--- src/rtl/mem_bus_arbiter.sv ---
// Two-port round-robin arbiter for the shared memory/I/O bus: one transaction at a time,
// decoded to RAM, the LED register (write) or the switch port (read). All outputs registered.
module mem_bus_arbiter #(
  parameter int unsigned        ADDR_W   = 9,
  parameter int unsigned        DATA_W   = 16,
  parameter logic [ADDR_W-1:0]  LED_ADDR = 9'h100,
  parameter logic [ADDR_W-1:0]  SW_ADDR  = 9'h140
) (
  input  logic              clk,
  input  logic              reset,
  input  logic [1:0]        req_cmd0,
  input  logic [ADDR_W-1:0] req_addr0,
  input  logic [DATA_W-1:0] req_wdata0,
  input  logic [1:0]        req_cmd1,
  input  logic [ADDR_W-1:0] req_addr1,
  input  logic [DATA_W-1:0] req_wdata1,
  output logic              ready0,
  output logic              ready1,
  output logic [DATA_W-1:0] rdata,
  output logic [1:0]        mem_cmd,
  output logic [ADDR_W-1:0] mem_addr,
  output logic [DATA_W-1:0] write_data,
  input  logic [DATA_W-1:0] read_data,
  input  logic [7:0]        sw_in,
  output logic              led_en
);

  localparam logic [1:0] MNONE  = 2'b00;
  localparam logic [1:0] MREAD  = 2'b01;
  localparam logic [1:0] MWRITE = 2'b10;

  typedef enum logic [1:0] {
    S_IDLE,
    S_ACCESS,
    S_RDWAIT,
    S_RESP
  } state_t;

  state_t state, state_nxt;

  logic              rr_last;
  logic              gnt;
  logic [1:0]        lat_cmd;
  logic [ADDR_W-1:0] lat_addr;
  logic [DATA_W-1:0] lat_wdata;

  logic              valid0, valid1, any_req, sel1;
  logic [1:0]        sel_cmd;
  logic [ADDR_W-1:0] sel_addr;
  logic [DATA_W-1:0] sel_wdata;
  logic              sel_is_ram, lat_is_ram;
  logic [DATA_W-1:0] sw_word;

  logic              ready0_d, ready1_d, led_en_d;
  logic [DATA_W-1:0] rdata_d, write_data_d;
  logic [1:0]        mem_cmd_d;
  logic [ADDR_W-1:0] mem_addr_d;

  assign valid0  = (req_cmd0 == MREAD) || (req_cmd0 == MWRITE);
  assign valid1  = (req_cmd1 == MREAD) || (req_cmd1 == MWRITE);
  assign any_req = valid0 || valid1;
  // Port 1 wins when it is alone, or on a tie when port 0 had the previous grant.
  assign sel1    = valid1 && (!valid0 || !rr_last);

  assign sel_cmd    = sel1 ? req_cmd1   : req_cmd0;
  assign sel_addr   = sel1 ? req_addr1  : req_addr0;
  assign sel_wdata  = sel1 ? req_wdata1 : req_wdata0;
  assign sel_is_ram = !sel_addr[ADDR_W-1];
  assign lat_is_ram = !lat_addr[ADDR_W-1];
  assign sw_word    = {{(DATA_W-8){1'b0}}, sw_in};

  always_ff @(posedge clk or posedge reset) begin
    if (reset) begin
      state <= S_IDLE;
    end else begin
      state <= state_nxt;
    end
  end

  always_comb begin
    state_nxt = state;
    unique case (state)
      S_IDLE:   if (any_req) state_nxt = S_ACCESS;
      S_ACCESS: state_nxt = (lat_is_ram && lat_cmd == MREAD) ? S_RDWAIT : S_RESP;
      S_RDWAIT: state_nxt = S_RESP;
      S_RESP:   state_nxt = S_IDLE;
      default:  state_nxt = S_IDLE;
    endcase
  end

  always_ff @(posedge clk or posedge reset) begin
    if (reset) begin
      rr_last   <= 1'b1;
      gnt       <= 1'b0;
      lat_cmd   <= MNONE;
      lat_addr  <= '0;
      lat_wdata <= '0;
    end else if (state == S_IDLE && any_req) begin
      rr_last   <= sel1;
      gnt       <= sel1;
      lat_cmd   <= sel_cmd;
      lat_addr  <= sel_addr;
      lat_wdata <= sel_wdata;
    end
  end

  // Bus outputs are computed one cycle early from the selected request so that the
  // registered values line up with the ACCESS and RESP states.
  always_comb begin
    mem_cmd_d    = MNONE;
    mem_addr_d   = '0;
    write_data_d = '0;
    led_en_d     = 1'b0;
    ready0_d     = 1'b0;
    ready1_d     = 1'b0;
    rdata_d      = '0;
    if (state == S_IDLE && any_req) begin
      mem_addr_d   = sel_addr;
      write_data_d = sel_wdata;
      mem_cmd_d    = sel_is_ram ? sel_cmd : MNONE;
      led_en_d     = (sel_addr == LED_ADDR) && (sel_cmd == MWRITE);
    end
    if (state_nxt == S_RESP) begin
      ready0_d = !gnt;
      ready1_d = gnt;
      if (state == S_RDWAIT) begin
        rdata_d = read_data;
      end else if (lat_cmd == MREAD && lat_addr == SW_ADDR) begin
        rdata_d = sw_word;
      end
    end
  end

  always_ff @(posedge clk or posedge reset) begin
    if (reset) begin
      mem_cmd    <= MNONE;
      mem_addr   <= '0;
      write_data <= '0;
      led_en     <= 1'b0;
      ready0     <= 1'b0;
      ready1     <= 1'b0;
      rdata      <= '0;
    end else begin
      mem_cmd    <= mem_cmd_d;
      mem_addr   <= mem_addr_d;
      write_data <= write_data_d;
      led_en     <= led_en_d;
      ready0     <= ready0_d;
      ready1     <= ready1_d;
      rdata      <= rdata_d;
    end
  end

endmodule

--- config.mk ---
export PLATFORM = sky130hd
export DESIGN_NAME = mem_bus_arbiter
export DESIGN_NICKNAME = d
export VERILOG_FILES = /design/src/rtl/mem_bus_arbiter.sv
export SDC_FILE = /design/constraint.sdc
export NUM_CORES = 1
export LEC_CHECK = 0
export ABC_AREA = 1
export CORE_ASPECT_RATIO = 2
export CORE_UTILIZATION = 25
export CTS_CLUSTER_SIZE = 14
export DETAILED_ROUTE_END_ITERATION = 7
export GPL_TIMING_DRIVEN = 0
export PLACE_DENSITY = 0.51
export SLEW_MARGIN = 40
export SYNTH_ARGS = -nofsm -noshare
export SYNTH_HDL_FRONTEND = slang
export SYNTH_SLANG_ARGS = --single-unit
--- constraint.sdc ---
create_clock -name clk -period 2.4 [get_ports clk]
set_input_delay 0.24 -clock clk [delete_from_list [all_inputs] [get_ports clk]]
set_output_delay 0.24 -clock clk [all_outputs]
set_load 0.005 [all_outputs]
==> impl_metrics.toml <==
[detailed_routing]
drt_iter0_drc = 103
drc_errors = 0
wl_per_cell_um = 12.8
vias = 2379
first_pass_iters = 4
drt-total-wl_mm = 7.56
ant_nets = 0
via_per_inst = 4.03

[clock_network]
cts_resized = 0
htree_levels = 3
clk_latency_ns = 0.33
cts_sinks = 61
cts-root-buf = "clkbuf_16"
cts-buffers-inserted = 9
postCtsSetupBuffers = 0
clk_pin_slew_ns = 0.05
clock_tree.buffer_depth = 2
hold_buffers = 0
cts_tree = "done"

[worst_setup_path]
crit_arrival_ns = 1.86
cp_slowest_cell = "dfrtp_1"
path_common_cell = "inv_1"
cp_max_fo = 10
critPathCaptureType = "flip-flop"
required_ns = 2.66
path_class = "reg2reg"
cpPeakStageDelay_ns = 0.38
path_buf_inv = 3
startpoint_type = "flip-flop"
path_delay_family = "simple AND/OR/NAND/NOR gates"
cp_cell_sequence = "inv_1 > ha_1 > inv_1 > nor2_4 > buf_2 > nand2_1 > nor2_1"

[placed_design]
io_buffers = 125
placed_cells = 574
place_hpwl_mm = 5.99
place_congestion = 0.722

[global_routing]
grt_usage_pct = 14.9
grt_pass1_wl_mm = 11.8
grt_max_degree = 42
grt-ovfl-total = 0
grt_pass1_vias = 2449
antenna_found_initial = 0

[timing]
setup_viol = 0
relSlewSlack_pct = 75.5
rsz0062_at_grt = "no"
finalCritPeriodShare_pct = 67.0
tightest_slew_ns = 0.368
hold_viol_final = 0
maxClockFrequency_mhz = 622
maxSlewViolCount = 0
fin_worst_skew_ns = 0.00267
min_period_ns = 1.61
whs_ns = 0.210

[status]
run_status = "completed"

[cells_and_area]
drive_above_1_share_pct = 8.39
nets = 532
seq_area_mm2 = 0.00153
diodes = 0
fin_cells = 590
fillers = 1119
layout.cells.most_common = "clkdlybuf4s50_1"
final_cell_mix = "clkdlybuf4s50_1 (125), nand2_1 (65), nor2_1 (64)"
multiInputGateArea_um2 = 907
synthToLayoutAreaGrowth_pct = 63.7
final_util_pct = 41.8

[yosys]
synth-compound-area-share_pct = 7.21
syn_area_mm2 = 0.00267
yosysWarnings = 0
synthTopCellsByArea = "dfrtp_1 (56%), nand2_1 (9.1%), nor2_1 (9.0%), o21ai_0 (6.4%), inv_1 (6.3%)"
yosys.area_share.simple_pct = 24.8
ys_types = 26
avgSynthCellArea_um2 = 8.60
synth_top_family_by_area = "simple AND/OR/NAND/NOR gates"
ys_ff_latch = 61
yosys.area.top_type = "dfrtp_1"
synth-seq-area-share_pct = 57.1
postSynthCellCount = 311
synth.top_cell.area_share_pct = 56.2
yosys.area_share.adder_pct = 1.87
synth_xor_area_share_pct = 0
synth.mux.area_fraction_pct = 0
synth_fp_nets = 395

[job]
max_cap_violations = 0

[floorplan]
rows = 53
ios = 126
core_area_mm2 = 0.0105
fp.dieH_um = 148
start_util_pct = 25.5
fp.dieW_um = 75.1
die-area_mm2 = 0.0111

[power]
vdd_drop_max_uv = 435
power_density_mw_per_mm2 = 896
p_leak_nw = 2.14

[min_path]
hp-class = "in2async"
-- where the power goes --
part           leakage, nW  total [mW]  internal, mW  switching, mW
Clock                0.136        1.13         0.685          0.449
Sequential           0.812        1.43          1.32          0.102
Combinational         1.19        1.36         0.656          0.707
Total                 2.14        3.92          2.66           1.26
-- through the flow --
stage               setup WS (ns)  TNS, ns  total power [mW]  area, µm²
floorplan                   0.649        0              2.14       2670
global placement           -0.496   -29.39              2.81       4100
detailed placement          0.507        0              2.84       4120
CTS                         0.747        0              4.00       4380
global route                0.613        0              4.22       4380
finish                      0.792        0              3.92       4380
-- cells by family (layout without fill, tap and decap cells) --
group / Yosys count / in the layout
AND/OR/NAND/NOR: 152 / 152
flip-flops: 61 / 61
buffers and inverters: 56 / 198
AO/OA/AOI/OAI: 38 / 38
adder cells (fa/ha/maj): 4 / 4
-- synth_stat cells, drive strengths merged --
cell type / count
dfstp: 1
buf: 9
o21bai: 1
ha: 4
or2: 1
nor3: 3
nand3: 7
o21ai: 37
dfrtp: 60
and2: 1
nor2: 67
nand2: 68
inv: 47
nand4: 1
nand3b: 4
-- metal layers --
layer,vias to the layer above,part of all wire [%],track usage (%)
met5,-,0,0
met4,0,5.2,10.1
met3,21,4.9,4.13
met2,84,56,26.5
met1,1056,34,14.2
li1,1218,-,-
-- layout make-up --
| cell class | count | share of cell area [%] |
|---|---|---|
| well taps | 137 | 3.92 |
| plain buffers | 9 | 1.37 |
| repair buffers | 126 | 29.0 |
| clock inverters | 6 | 0.686 |
| multi-input cells | 194 | 20.7 |
| clock buffers | 10 | 5.23 |
| flip-flops and latches | 61 | 34.9 |
| inverters | 47 | 4.14 |
-- final timing paths --
path                       slack, ns                from                       to  cells after the start
max                             0.79  state[0]$_DFF_PP0_     mem_cmd[0]$_DFF_PP0_                      7
min                             0.21               reset  write_data[5]$_DFF_PP0_                      2
max reg2reg                     0.79  state[0]$_DFF_PP0_     mem_cmd[0]$_DFF_PP0_                      7
min reg2reg                     0.43     gnt$_DFFE_PP0P_         ready0$_DFF_PP0_                      1
max in group asynchronous       1.62               reset      rr_last$_DFFE_PP1P_                      3
min in group clk                0.42       read_data[14]      rdata[14]$_DFF_PP0_                      3
-- flip-flops by register name, summed over array words and instances, names as in the netlist --
register,flops
ready0,1
state,2
rdata,16
mem_addr,9
write_data,16
rr_last,1
mem_cmd,2
lat_addr,9
ready1,1
lat_cmd,2
gnt,1
led_en,1
No activity file was read; power rests on OpenSTA's default activity.
